File: src/rtl/tdc_readout_pkg.sv
// Shared definitions for the TDC readout path: word types, field widths,
// FSM states and frame-word builders.
package tdc_readout_pkg;

    localparam logic [1:0] HDR = 2'b00;
    localparam logic [1:0] HIT = 2'b10;
    localparam logic [1:0] TRL = 2'b11;

    localparam int TOA_W = 10;
    localparam int TOT_W = 9;
    localparam int CAL_W = 10;
    localparam int EVT_W = 12;
    localparam int CNT_W = 8;
    localparam int HIT_W = 1 + TOA_W + TOT_W + CAL_W;

    typedef enum logic [1:0] {
        IDLE    = 2'd0,
        HEADER  = 2'd1,
        DATA    = 2'd2,
        TRAILER = 2'd3
    } rdState_e;

    function automatic logic [31:0] headerWord(input logic [EVT_W-1:0] evt,
                                               input logic [CNT_W-1:0] nHits);
        return {HDR, evt, 10'd0, nHits};
    endfunction

    function automatic logic [31:0] trailerWord(input logic [CNT_W-1:0] ovf);
        return {TRL, 22'd0, ovf};
    endfunction

endpackage

File: src/rtl/tdc_hit_fifo.sv
// Synchronous hit FIFO with wrap-bit pointers, registered count/full/empty,
// and a look-ahead port exposing the entry behind the head.
module tdc_hit_fifo #(
    parameter int DEPTH_LOG2 = 4,
    parameter int WIDTH      = 30
) (
    input  logic                RawdataWrtClk,
    input  logic                ResetFlag,
    input  logic                push,
    input  logic                pop,
    input  logic [WIDTH-1:0]    wrData,
    output logic [WIDTH-1:0]    headData,
    output logic [WIDTH-1:0]    nextData,
    output logic [DEPTH_LOG2:0] count,
    output logic                full,
    output logic                empty
);
    localparam int DEPTH = 1 << DEPTH_LOG2;
    localparam logic [DEPTH_LOG2:0] PTR_ONE = 1;

    logic [WIDTH-1:0]    mem [DEPTH];
    logic [DEPTH_LOG2:0] wrPtr, rdPtr, wrPtrN, rdPtrN, rdPtrInc;
    logic                doPush, doPop;

    // A pop in the same cycle frees the slot, so full does not block that push.
    always_comb begin
        doPop    = pop & ~empty;
        doPush   = push & (~full | doPop);
        rdPtrInc = rdPtr + PTR_ONE;
        wrPtrN   = doPush ? wrPtr + PTR_ONE : wrPtr;
        rdPtrN   = doPop ? rdPtrInc : rdPtr;
    end

    assign headData = mem[rdPtr[DEPTH_LOG2-1:0]];
    assign nextData = mem[rdPtrInc[DEPTH_LOG2-1:0]];

    always_ff @(posedge RawdataWrtClk) begin
        if (doPush) mem[wrPtr[DEPTH_LOG2-1:0]] <= wrData;
    end

    always_ff @(posedge RawdataWrtClk or negedge ResetFlag) begin
        if (!ResetFlag) begin
            wrPtr <= '0;
            rdPtr <= '0;
            count <= '0;
            full  <= 1'b0;
            empty <= 1'b1;
        end else begin
            wrPtr <= wrPtrN;
            rdPtr <= rdPtrN;
            count <= wrPtrN - rdPtrN;
            full  <= (wrPtrN[DEPTH_LOG2] != rdPtrN[DEPTH_LOG2]) &&
                     (wrPtrN[DEPTH_LOG2-1:0] == rdPtrN[DEPTH_LOG2-1:0]);
            empty <= (wrPtrN == rdPtrN);
        end
    end

endmodule

File: src/rtl/tdc_hit_buffer.sv
// Buffers encoded TDC hits and, on a readout trigger, streams one frame:
// header, the hits held at trigger time, then a trailer.
module tdc_hit_buffer
    import tdc_readout_pkg::*;
#(
    parameter int DEPTH_LOG2 = 4
) (
    input  logic                RawdataWrtClk,
    input  logic                ResetFlag,
    input  logic                encValid,
    input  logic [TOA_W-1:0]    TOA_code,
    input  logic [TOT_W-1:0]    TOT_code,
    input  logic [CAL_W-1:0]    Cal_code,
    input  logic                TOAerr,
    input  logic                TOTerr,
    input  logic                Calerr,
    input  logic                rdTrigger,
    output logic [31:0]         dout,
    output logic                doutValid,
    input  logic                doutReady,
    output logic                busy,
    output logic [DEPTH_LOG2:0] fifoCount,
    output rdState_e            fsmState
);
    localparam logic [DEPTH_LOG2:0] REM_ONE = 1;

    rdState_e            state;
    logic [DEPTH_LOG2:0] remaining;
    logic [EVT_W-1:0]    eventCount;
    logic [CNT_W-1:0]    ovfCount;
    logic [HIT_W-1:0]    hitWord, fifoHead, fifoNext;
    logic                accept, fifoPop, fifoFull, fifoEmpty, drop;

    // Stream handshake: a word transfers on a rising edge where doutValid and
    // doutReady are both high; while valid and not ready, dout is held unchanged.
    always_comb begin
        hitWord = {TOAerr | TOTerr | Calerr, TOA_code, TOT_code, Cal_code};
        accept  = doutValid & doutReady;
        fifoPop = (state == DATA) & accept & ~fifoEmpty;
        drop    = encValid & fifoFull & ~fifoPop;
    end

    assign fsmState = state;

    tdc_hit_fifo #(
        .DEPTH_LOG2(DEPTH_LOG2),
        .WIDTH     (HIT_W)
    ) u_fifo (
        .RawdataWrtClk(RawdataWrtClk),
        .ResetFlag    (ResetFlag),
        .push         (encValid),
        .pop          (fifoPop),
        .wrData       (hitWord),
        .headData     (fifoHead),
        .nextData     (fifoNext),
        .count        (fifoCount),
        .full         (fifoFull),
        .empty        (fifoEmpty)
    );

    always_ff @(posedge RawdataWrtClk or negedge ResetFlag) begin
        if (!ResetFlag) begin
            state      <= IDLE;
            dout       <= '0;
            doutValid  <= 1'b0;
            busy       <= 1'b0;
            remaining  <= '0;
            eventCount <= '0;
            ovfCount   <= '0;
        end else begin
            if (state == TRAILER && accept)
                ovfCount <= drop ? 8'd1 : 8'd0;
            else if (drop && ovfCount != 8'hFF)
                ovfCount <= ovfCount + 8'd1;

            case (state)
                IDLE: if (rdTrigger) begin
                    remaining <= fifoCount;
                    dout      <= headerWord(eventCount, CNT_W'(fifoCount));
                    doutValid <= 1'b1;
                    busy      <= 1'b1;
                    state     <= HEADER;
                end
                HEADER: if (accept) begin
                    if (remaining != '0) begin
                        dout  <= {HIT, fifoHead};
                        state <= DATA;
                    end else begin
                        dout  <= trailerWord(ovfCount);
                        state <= TRAILER;
                    end
                end
                // The head is popped on this accept, so the next word is the
                // entry behind it; it was buffered at trigger time.
                DATA: if (accept) begin
                    remaining <= remaining - REM_ONE;
                    if (remaining == REM_ONE) begin
                        dout  <= trailerWord(ovfCount);
                        state <= TRAILER;
                    end else begin
                        dout <= {HIT, fifoNext};
                    end
                end
                TRAILER: if (accept) begin
                    eventCount <= eventCount + 12'd1;
                    dout       <= '0;
                    doutValid  <= 1'b0;
                    busy       <= 1'b0;
                    state      <= IDLE;
                end
                default: state <= IDLE;
            endcase
        end
    end

endmodule
File: config.mk
export PLATFORM = sky130hd
export DESIGN_NAME = tdc_hit_buffer
export DESIGN_NICKNAME = d
export VERILOG_FILES = /design/src/rtl/tdc_readout_pkg.sv /design/src/rtl/tdc_hit_fifo.sv /design/src/rtl/tdc_hit_buffer.sv
export SDC_FILE = /design/constraint.sdc
export NUM_CORES = 1
export LEC_CHECK = 0
export CORE_UTILIZATION = 67
export CTS_CLUSTER_SIZE = 10
export DETAILED_ROUTE_END_ITERATION = 16
export PLACE_DENSITY = 0.89
export SYNTH_ARGS = -nofsm -noshare
export SYNTH_HDL_FRONTEND = slang
export SYNTH_SLANG_ARGS = --single-unit
File: constraint.sdc
create_clock -name RawdataWrtClk -period 8.8 [get_ports RawdataWrtClk]
set_clock_uncertainty 0.1 [all_clocks]
set_input_delay 1.76 -clock RawdataWrtClk [delete_from_list [all_inputs] [get_ports RawdataWrtClk]]
set_output_delay 1.76 -clock RawdataWrtClk [all_outputs]
set_load 0.01 [all_outputs]
Word-level counts from Yosys, hierarchy flattened

Memory sizes are Yosys's and may differ from the RTL's.
Index checks and enable logic that the tools add are counted.

Add/subtract/negate cells: 6
$mul: 0
Div/mod/pow operators: 0
Order comparisons: 0
Eq/ne operators: 13
Shift operators: 0
Multiplexer cells: 27
Bitwise logic cells: 13
Reduce and logical (&&, ||, !) cells: 13

Operator list:

| operator                                                           | number |
|---|---|
| 32-bit 2-to-1 mux                                                  | 4 |
| 32-bit one-hot mux with 4 select lines                             | 1 |
| 31-bit 2-to-1 mux                                                  | 2 |
| 5-bit 2-to-1 mux                                                   | 4 |
| 8-bit 2-to-1 mux                                                   | 2 |
| 12-bit by 1-bit adder with 12-bit output, second input constant    | 1 |
| 5-bit by 1-bit adder with 5-bit output, second input constant      | 2 |
| 2-bit 2-to-1 mux                                                   | 5 |
| 5-bit one-hot mux with 2 select lines                              | 1 |
| 8-bit by 1-bit adder with 8-bit output, second input constant      | 1 |
| 2-bit != test, second input constant                               | 4 |
| 8-bit != test, second input constant                               | 1 |
| 2-bit one-hot mux with 4 select lines                              | 1 |
| 1-bit bitwise AND                                                  | 7 |
| 1-bit 2-to-1 mux                                                   | 6 |
| 3-bit AND reduction                                                | 2 |
| 2-bit nonzero test                                                 | 3 |
| 5-bit by 1-bit == test with 1-bit output, second input constant    | 1 |
| 5-bit == test                                                      | 1 |
| 5-bit AND reduction                                                | 1 |
| 5-bit nonzero test                                                 | 1 |
| 5-bit by 1-bit subtractor with 5-bit output, second input constant | 1 |
| 5-bit subtractor                                                   | 1 |
| 2-bit == test, second input constant                               | 2 |
| other kinds (11)                                                   | 17 |

Register bits: 77
Latch bits: 0
Bits in writable memories: 480
Bits in read-only memories: 0
Input bits: 37
Output and inout bits: 41
Logic and storage cells: 84
Memories kept: 1

Memories:

| name       | words | width | rd ports | clocked after Yosys merged registers in | write ports | RTL line           | RTL |
|---|---|---|---|---|---|---|---|
| u_fifo.mem | 16    | 30    | 2        | 0                                       | 1           | tdc_hit_fifo.sv:21 | `logic [WIDTH-1:0] mem [DEPTH];` |

Longest topological paths before layout

Gate-level depths: netlist of the first run.

Depth after elaboration: 9
Mapped depth: 12
Gate-level depth less buffers: 11

Hierarchy

Synthesis of the first run repeated with hierarchy kept, for this count alone.

Cell total of the unflattened synthesis: 1294
Area total of the unflattened synthesis: 25944.9 sq um

By module, submodules not included:

| module         | instances | cells an instance | area each (sq um) | seq. area each (sq um) |
|---|---|---|---|---|
| tdc_hit_fifo   | 1         | 946               | 22609.2           | 14840.5 |
| tdc_hit_buffer | 1         | 348               | 3335.7            | 1501.4 |

Least setup slack after synthesis of the first run

Ideal clock, no wire load.

Kind: input-to-reg
From: input doutReady
To: memory u_fifo.mem[3][0], enable pin
Setup time: 454 ps
Arrival time: 4699 ps
Data required time: 8246 ps
Path slack: 3547 ps
Stages on the path: 4
Path buffers: 0
Cells stage by stage: nand4b_1 a21boi_1 nand2_1 nor3_1

Longest elaborated chain between the ends: 8

Ends and longest elaborated chain:

| what                                   | RTL line             | RTL |
|---|---|---|
| start: declaration                     | tdc_hit_buffer.sv:20 | `input logic doutReady,` |
| 1-bit bitwise AND                      | tdc_hit_buffer.sv:38 | `accept = doutValid & doutReady;` |
| 1-bit bitwise AND (2 in a row)         | tdc_hit_buffer.sv:39 | `fifoPop = (state == DATA) & accept & ~fifoEmpty;` |
| 1-bit bitwise AND                      | tdc_hit_fifo.sv:27   | `doPop = pop & ~empty;` |
| 1-bit OR                               | tdc_hit_fifo.sv:28   | `doPush = push & (~full \| doPop);` |
| 1-bit bitwise AND                      | tdc_hit_fifo.sv:28   |  |
| 1-bit 2-to-1 mux                       | tdc_hit_fifo.sv:38   | `if (doPush) mem[wrPtr[DEPTH_LOG2-1:0]] <= wrData;` |
| 1-bit 2-to-1 mux (not written as such) | tdc_hit_fifo.sv:38   |  |
| end: declaration                       | tdc_hit_fifo.sv:21   |  |

No other way between the ends.

Final worst setup path of the first run

From: input doutReady
To: memory u_fifo.mem[12][16], enable pin

Same word-level chain as after synthesis.

==> out/metrics.yaml, run 1 <==
setup_violations: 0
power.net_switching_uw: 3736
max-slew-margin-rel: 0.09104
grt_max_degree: 71
syn_inst: 1387
synth_warnings: 0
drc_errors: 0
crit_chain: "clkdlybuf4s50_1, nand4b_1, a21boi_1, nand2_1, nor2_4"
cts_buffer_depth: 3
io_pins: 78
clk_latency_ps: 590
cp-start-kind: "primary input"
via_per_inst: 7.829
final_layout_size_suffix_gt1_frac: 0.2579
intPower_uw: 6691
routabilityCongestion: 0.8414
hold_violations: 0
hold_slack_ps: 379.2
whs_path_depth: 2
grt_remaining_overflow: 0
rows: 71
yosys.cell_types.count: 61
htree_num_levels: 3
crit_required_ps: 8890
drtIter0Drc: 2677
cp_max_fo: 30
synth.ff_latch_count: 557
final_cell_mix: "480 x edfxtp_1, 248 x mux4_2, 85 x nand2_1"
cp.arrival_ps: 4920
leakage_uw: 0.009465
crit_type: "primary input to flip-flop"
nets: 1524
setup_tns_ps: 0
fin_crit_ps: 4832
cp_slowest_cell: "nor2_4"
ys.flop_type: "edfxtp_1"
cts_tree: "built"
wl_per_cell_um: 34.34
cp_slowest_stage_delay_ps: 1110
pwr-share-seq: 0.345
rsz0062_at_grt: "no"
period_share: 0.5491
dr.pass1.iters: 6
syn_nets: 1443
ant_nets: 0
clk_pin_slew_ps: 50
cts-buffers-inserted: 66
startpoint: "doutReady"
cap_viol_max_count: 0
io_buffers: 77
grt_antenna_before_repair: 2
fillers: 1883
power_uw: 10430
reg2reg_slack_ps: 4120
die_w_um: 198.0
crit_path_end: "u_fifo.mem[12][16]"
start_util: 0.6820
maxSlewViolCount: 0
ctsResizeCount: 0
final_common_cell: "edfxtp_1"
avgSynthCellArea_um2: 18.56
core_area_um2: 37760
hpwl_mm: 37.81
outcome: "finished clean"
grt.total_usage: 0.3723
max-vdd-ir-drop_v: 0.0002957
cts_hold_buf: 0
vias: 15880
clock_power_share: 0.240
hold_class: "flip-flop to flip-flop"
tightest_slew_ps: 1360
grt_pass1_wl_mm: 103.4
fmax_ghz: 0.2069
synthesis.area_um2: 25750
dieArea_um2: 39220
synthToLayoutAreaGrowth_pct: 12.58
rr_worst_depth: 6
synth-seq-area-share: 0.6347
worstReg2RegStart: "u_fifo.rdPtr[0]"
die_h_um: 198.0
rr_endpoint: "dout[10]"
combPwrFrac: 0.415
critPathCaptureType: "flip-flop"
async_reset_ff_frac: 0.1382
grt_pass1_vias: 16150
cts_sinks: 557
cts_setup_buffers: 0
switching_share: 0.3583
p_per_area_nw_per_um2: 359.7
totalWireLength_mm: 69.64
clock_tree.root_cell: "clkbuf_16"
synth_edf_count: 480
kinds of logic (layout without fill, tap and decap cells):
| family | after synthesis | after routing | share of synthesized area |
|---|---|---|---|
| mux | 326 | 326 | 0.2478 |
| other cells | 0 | 1 | 0 |
| buf+inv | 112 | 241 | 0.02051 |
| flops | 557 | 557 | 0.6347 |
| simple gates | 184 | 184 | 0.03329 |
| fa+ha+maj | 19 | 19 | 0.009525 |
| xor+xnor | 31 | 31 | 0.01084 |
| compound gates | 158 | 158 | 0.04335 |
worst max-delay path: cells and delay by family:
kind	cells	cell delay (ps)
AO/OA/AOI/OAI	1	680
AND/OR/NAND/NOR	3	1880
buffers and inverters	1	570
power by group through the flow:
stage / Sequential [µW] / Clock, µW / Combinational, µW
floorplan: 3460 / 0 / 3060
finish: 3590 / 2510 / 4320
global route: 3620 / 2610 / 4520
global placement: 3580 / 0 / 3980
detailed placement: 3620 / 0 / 4140
CTS: 3580 / 2510 / 4270
synthesized netlist by cell type, drive strengths merged, types with 13 or more instances:
library cell	instances	area, µm²
edfxtp	480	14410
mux4	248	5585
nand2	85	319.1
dfrtp	76	1902
mux2i	67	670.6
buf	60	332.8
a21oi	33	168.9
nor2	32	120.1
clkbuf	31	116.4
xnor2	23	209.0
inv	20	75.07
a31oi	19	118.9
ha	18	225.2
a221oi	17	148.9
o21a	16	120.1
o22a	16	140.1
nand3	13	65.06
o22ai	13	81.33
per-stage QoR:
step | util | worst slack, ps | std cells | area [µm²]
after detailed placement | 0.7169 | 3580 | 1911 | 27070
after global placement | 0.7169 | 3664 | 1911 | 27070
after global routing | 0.7677 | 3822 | 2028 | 28990
after CTS | 0.7677 | 4061 | 2027 | 28980
final | 0.7677 | 3968 | 2028 | 28990
after floorplan | - | 3547 | 1387 | 25750
state kept, by name, summed over array words and instances, names as in the netlist, named ones only:
register      cells
busy              1
dout             32
eventCount       12
fsmState          2
ovfCount          8
remaining         5
u_fifo.count      5
u_fifo.empty      1
u_fifo.full       1
u_fifo.mem      480
u_fifo.rdPtr      5
u_fifo.wrPtr      4
layer usage:
| metal | share of wire | global-route usage |
|---|---|---|
| met2 | 0.48 | 0.5883 |
| met3 | 0.13 | 0.07460 |
| met5 | 0.00019 | 0 |
| met4 | 0.054 | 0.1981 |
| met1 | 0.34 | 0.4981 |
cell type report:
class / instances / area [µm²] / area share
Clock inverter: 9 / 78.83 / 0.002720
Inverter: 21 / 78.83 / 0.002720
Multi-Input combinational cell: 718 / 9027 / 0.3114
Timing Repair Buffer: 104 / 970.9 / 0.03350
Sequential cell: 557 / 16350 / 0.5641
Antenna cell: 1 / 2.502 / 0.00008633
Tap cell: 511 / 639.4 / 0.02206
Clock buffer: 107 / 1837 / 0.06337
worst min path at each step:
stage,from,end
5_1_grt,eventCount[10],eventCount[10]
4_1_cts,dout[31],dout[31]
3_5_place_dp,eventCount[11],eventCount[11]
6_report,dout[31],dout[31]
2_1_floorplan,eventCount[11],eventCount[11]
3_3_place_gp,dout[31],dout[31]
Note: power is estimated with default switching activity, not from simulation.
==> run 2, diff against run 1 <==
--- a/config.mk
+++ b/config.mk
@@ -5,10 +5,10 @@
 export SDC_FILE = /design/constraint.sdc
 export NUM_CORES = 1
 export LEC_CHECK = 0
-export CORE_UTILIZATION = 67
+export CORE_UTILIZATION = 56
 export CTS_CLUSTER_SIZE = 10
 export DETAILED_ROUTE_END_ITERATION = 16
-export PLACE_DENSITY = 0.89
+export PLACE_DENSITY = 0.8
 export SYNTH_ARGS = -nofsm -noshare
 export SYNTH_HDL_FRONTEND = slang
 export SYNTH_SLANG_ARGS = --single-unit
==> constraint.sdc (replaced) <==
create_clock -name RawdataWrtClk -period 4.1 [get_ports RawdataWrtClk]
set_clock_uncertainty 0.1 [all_clocks]
set_input_delay 0.82 -clock RawdataWrtClk [delete_from_list [all_inputs] [get_ports RawdataWrtClk]]
set_output_delay 0.82 -clock RawdataWrtClk [all_outputs]
set_load 0.01 [all_outputs]
==> out/metrics.yaml, run 2 (same netlist as run 1, synthesis figures left out) <==
outcome: "finished clean"  # unchanged
io_buffers: 77  # unchanged
final_cell_mix: "480 x edfxtp_1, 248 x mux4_2, 85 x nand2_1"  # unchanged
max-slew-margin-rel: 0.1869  # was 0.09104
max-vdd-ir-drop_v: 0.0007200  # was 0.0002957 V
io_pins: 78  # unchanged
clock_tree.root_cell: "clkbuf_16"  # unchanged
hold_class: "primary input to asynchronous set/reset pin"  # was flip-flop to flip-flop
path_buf_inv: 1  # unchanged
setup_tns_ps: 0  # unchanged
final_layout_size_suffix_gt1_frac: 0.2715  # was 0.2579
die_h_um: 216.4  # was 198.0 µm
crit_required_ps: 4500  # was 8890 ps
grt_remaining_overflow: 0  # unchanged
grt_antenna_before_repair: 2  # unchanged
grt.total_usage: 0.2932  # was 0.3723
p_per_area_nw_per_um2: 750.4  # was 359.7 nW/µm²
grt_pass1_vias: 15630  # was 16.15k
rsz0062_at_grt: "no"  # unchanged
cp_slowest_stage_delay_ps: 770  # was 1110 ps
fin_crit_ps: 3107
drtIter0Drc: 2159  # was 2677
fmax_ghz: 0.3219
die_w_um: 216.4  # was 198.0 µm
cp.arrival_ps: 3510  # was 4920 ps
cts_tree: "built"  # unchanged
fillers: 2896  # was 1883
combPwrFrac: 0.417  # was 0.415
switching_share: 0.3444  # was 0.3583
maxSlewViolCount: 0  # unchanged
clock_power_share: 0.241  # was 0.240
htree_num_levels: 3  # unchanged
period_share: 0.7578
clk_latency_ps: 590  # about the same
start_util: 0.5674  # was 0.6820
rows: 78  # was 71
ant_nets: 0  # unchanged
crit_type: "flip-flop to flip-flop"  # was primary input to flip-flop
cp_max_fo: 13  # was 30
crit_chain: "inv_1, ha_1, nor4b_2, nor2b_2, nand2_1, o21ai_0, a2bb2oi_1"  # was clkdlybuf4s50_1, nand4b_1, a21boi_1, nand2_1, nor2_4
cp_slowest_cell: "nor2b_2"  # was nor2_4
vias: 15180  # was 15.88k
routabilityCongestion: 0.8247  # was 0.8414
cts_buffer_depth: 3  # unchanged
cp_top_family: "simple AND/OR/NAND/NOR gates"  # unchanged
drc_errors: 0  # unchanged
largest_reg_flops: 480  # unchanged
nets: 1551  # was 1524
cts-buffers-inserted: 66  # unchanged
final_common_cell: "edfxtp_1"  # unchanged
pwr-share-seq: 0.342  # was 0.345
cp-start-kind: "flip-flop"  # was primary input
core_area_um2: 45380  # was 37760 µm²
clk_pin_slew_ps: 60  # was 50 ps
power.net_switching_uw: 7641  # was 3736 µW
totalWireLength_mm: 66.39  # was 69.64 mm
cap_viol_max_count: 0  # unchanged
grt_max_degree: 126  # was 71
wl_per_cell_um: 30.91  # was 34.34 µm
setup_violations: 0  # unchanged
intPower_uw: 14550  # was 6691 µW
hold_violations: 0  # unchanged
cts_hold_buf: 0  # unchanged
ctsResizeCount: 0  # unchanged
critPathCaptureType: "flip-flop"  # unchanged
leakage_uw: 0.009677  # was 0.009465 µW
dr.pass1.iters: 8  # was 6
hpwl_mm: 37.36  # was 37.81 mm
via_per_inst: 7.067  # was 7.829
tightest_slew_ps: 1220  # was 1360 ps
grt_pass1_wl_mm: 99.44  # was 103.4 mm
synthToLayoutAreaGrowth_pct: 14.84  # was 12.58%
dieArea_um2: 46840  # was 39220 µm²
cts_sinks: 557  # unchanged
hold_slack_ps: 316.0  # was 379.2 ps
cts_setup_buffers: 0  # unchanged
[run 2: worst paths after layout]
check | from | to | slack [ps] | cells after the start
hold reg to reg | eventCount[10] | eventCount[10] | 370 | 1
setup / recovery | remaining[0] | dout[7] | 990 | 7
hold / removal | ResetFlag | u_fifo.wrPtr[1] | 320 | 1
setup reg to reg | remaining[0] | dout[7] | 990 | 7
max in group asynchronous | ResetFlag | eventCount[11] | 2740 | 2
min in group RawdataWrtClk | eventCount[10] | eventCount[10] | 370 | 1
[run 2: final cells by class]
cell class,instances,area [µm²],share of cell area
antenna,1,2.502,0.00008463
clock buffer,115,1899,0.06423
clock inverter,5,35.03,0.001185
inverter,21,78.83,0.002666
multi-input combinational,718,9065,0.3066
sequential,557,16350,0.5530
tap,600,750.7,0.02539
timing repair buffer,131,1386,0.04689
[run 2: per-layer routing]
layer,vias up,track usage,routed length [µm]
li1,6034,-,-
met1,7894,0.4000,23710
met2,1071,0.4640,32460
met3,178,0.06540,7849
met4,2,0.1181,2361
met5,-,0,9
[run 2: per-stage QoR]
| step | util | power (µW) | instance area, µm² | setup slack, ps | cells |
|---|---|---|---|---|---|
| 6_report | 0.6516 | 22190 | 29570 | 993.1 | 2148 |
| 5_1_grt | 0.6516 | 23090 | 29570 | 833.7 | 2148 |
| 4_1_cts | 0.6515 | 22210 | 29570 | 1053 | 2147 |
| 3_5_place_dp | 0.6089 | 16770 | 27630 | 722.9 | 2027 |
| 3_3_place_gp | 0.6089 | 16550 | 27630 | 669.0 | 2027 |
| 2_1_floorplan | - | 14000 | 25770 | 407.1 | 1387 |
[run 2: power by group through the flow]
stage | sequential [µW] | combinational (µW) | clock [µW]
after global routing | 7640 | 9830 | 5620
after CTS | 7560 | 9240 | 5400
after floorplan | 7420 | 6570 | 0
after detailed placement | 7650 | 9120 | 0
after global placement | 7600 | 8950 | 0
final | 7580 | 9250 | 5360
==> run 3, diff against run 2 <==
==> constraint.sdc (replaced) <==
create_clock -name RawdataWrtClk -period 2.8 [get_ports RawdataWrtClk]
set_clock_uncertainty 0.1 [all_clocks]
set_input_delay 0.56 -clock RawdataWrtClk [delete_from_list [all_inputs] [get_ports RawdataWrtClk]]
set_output_delay 0.56 -clock RawdataWrtClk [all_outputs]
set_load 0.01 [all_outputs]
==> out/metrics.yaml, run 3 (same netlist as run 1, synthesis figures left out) <==
outcome: "finished clean"  # unchanged
cts_buffer_depth: 3  # unchanged
largest_reg_flops: 480  # unchanged
final_common_cell: "edfxtp_1"  # unchanged
n_antenna_cell: 0  # was 1
cp_top_family: "compound AO/OA/AOI/OAI gates"  # was simple AND/OR/NAND/NOR gates
nets: 1620  # was 1551
max-slew-margin-rel: 0.4257  # was 0.1869
grt_max_degree: 47  # was 126
clk_pin_slew_ps: 60  # about the same
crit_type: "flip-flop to flip-flop"  # unchanged
cp.arrival_ps: 3080  # was 3510 ps
synthToLayoutAreaGrowth_pct: 18.62  # was 14.84%
core_area_um2: 45380  # unchanged
hold_slack_ps: 385.1  # was 316.0 ps
cp_slowest_cell: "dfrtp_4"  # was nor2b_2
grt_pass1_wl_mm: 102.4  # was 99.44 mm
grt_pass1_vias: 15940  # was 15.63k
cts_tree: "built"  # unchanged
drc_errors: 0  # unchanged
rows: 78  # unchanged
hold_violations: 0  # unchanged
die_h_um: 216.4  # unchanged
hold_class: "flip-flop to flip-flop"  # was primary input to asynchronous set/reset pin
grt_antenna_before_repair: 0  # was 2
crit_chain: "buf_12, nand3_1, xnor2_4, buf_4, mux2_2, a221oi_1, a31oi_1"  # was inv_1, ha_1, nor4b_2, nor2b_2, nand2_1, o21ai_0, a2bb2oi_1
final_layout_size_suffix_gt1_frac: 0.3092  # was 0.2715
cts_sinks: 557  # unchanged
grt.total_usage: 0.3018  # was 0.2932
ant_nets: 0  # unchanged
io_buffers: 77  # unchanged
die_w_um: 216.4  # unchanged
start_util: 0.5674  # unchanged
crit_required_ps: 3150  # was 4500 ps
fin_crit_ps: 2736  # was 3107 ps
cp_max_fo: 35  # was 13
path_buf_inv: 2  # was 1
totalWireLength_mm: 68.03  # was 66.39 mm
dieArea_um2: 46840  # unchanged
dr.pass1.iters: 5  # was 8
period_share: 0.9772  # was 0.7578
leakage_uw: 0.01016  # was 0.009677 µW
clk_latency_ps: 600  # was 590 ps
cap_viol_max_count: 0  # unchanged
routabilityCongestion: 0.8690  # was 0.8247
via_per_inst: 6.966  # was 7.067
fmax_ghz: 0.3655  # was 0.3219 GHz
max-vdd-ir-drop_v: 0.0007841  # was 0.0007200 V
drtIter0Drc: 2073  # was 2159
htree_num_levels: 3  # unchanged
vias: 15440  # was 15.18k
io_pins: 78  # unchanged
setup_tns_ps: 0  # unchanged
wl_per_cell_um: 30.69  # was 30.91 µm
p_per_area_nw_per_um2: 1112  # was 750.4 nW/µm²
rsz0062_at_grt: "no"  # unchanged
grt_remaining_overflow: 0  # unchanged
final_cell_mix: "480 x edfxtp_1, 248 x mux4_2, 80 x nand2_1"  # was 480 x edfxtp_1, 248 x mux4_2, 85 x nand2_1
hpwl_mm: 42.22  # was 37.36 mm
maxSlewViolCount: 0  # unchanged
tightest_slew_ps: 858.7  # was 1220 ps
clock_tree.root_cell: "clkbuf_16"  # unchanged
critPathCaptureType: "flip-flop"  # unchanged
setup_violations: 0  # unchanged
cts-buffers-inserted: 66  # unchanged
cp-start-kind: "flip-flop"  # unchanged
cp_slowest_stage_delay_ps: 460  # was 770 ps
run 3: changes by cell type in the layout (fill, tap and decap cells not counted), sizes merged:
cell         previous run  this run
clkinvlp                1         0
inv                    22        24
dlygate4sd3             0         1
buf                    55       123
clkbuf                115       114
bufinv                  0         1
diode                   1         0
run 3: path summary, 6_finish.rpt:
path | startpoint | end | slack (ps) | cells after the start
setup reg to reg | u_fifo.rdPtr[0] | dout[0] | 60 | 7
min in group asynchronous | ResetFlag | u_fifo.wrPtr[0] | 440 | 2
hold reg to reg | eventCount[11] | eventCount[11] | 390 | 1
setup / recovery | u_fifo.rdPtr[0] | dout[0] | 60 | 7
max in group asynchronous | ResetFlag | dout[27] | 1500 | 3
hold / removal | eventCount[11] | eventCount[11] | 390 | 1
run 3: where the power goes:
part | internal, µW | switching (µW) | total (µW)
combinational | 7410 | 7610 | 15000
sequential | 10200 | 807 | 11000
clock | 4650 | 3260 | 7910
run 3: timing repair:
item | in CTS | in global routing
pin swaps | 1 | 1
hold buffers | 1 | 0
setup buffers | 1 | 3
hold endpoints to repair | 37 | 0
setup endpoints to repair | 7 | 20
resized for setup | 1 | 6
gates cloned | 0 | 0
run 3: metal layers:
layer,GRT usage,up-vias,wire length [µm]
met1,0.4101,7958,24860
met3,0.06709,191,7112
met5,0,-,0
met4,0.1190,0,2646
met2,0.4804,1107,33410
li1,-,6188,-
run 3: metrics by stage:
step                cell area (µm²)  setup WS (ps)  total power, µW  cells    util
floorplan                     25910         -172.2            20620   1387       -
finish                        30540          63.85            33960   2217  0.6730
global placement              28500         -226.5            25440   2091  0.6280
global route                  30540          10.13            35310   2217  0.6730
CTS                           30490          39.23            33960   2214  0.6720
detailed placement            28500         -346.9            25880   2091  0.6280
run 3: cell type report:
type | instances | area [µm²]
Clock buffer | 114 | 1874
Sequential cell | 557 | 16350
Multi-Input combinational cell | 718 | 9116
Clock inverter | 7 | 100.1
Tap cell | 600 | 750.7
Fill cell | 2780 | 14840
Timing Repair Buffer | 200 | 2270
Inverter | 21 | 78.83
run 3: worst register-to-register path, delay by kind of cell (launching register included):
kind / cells / cell delay [ps]
multiplexers: 1 / 370
buffers and inverters: 2 / 450
flip-flops: 1 / 460
AO/OA/AOI/OAI: 2 / 630
XOR/XNOR: 1 / 330
AND/OR/NAND/NOR: 1 / 260
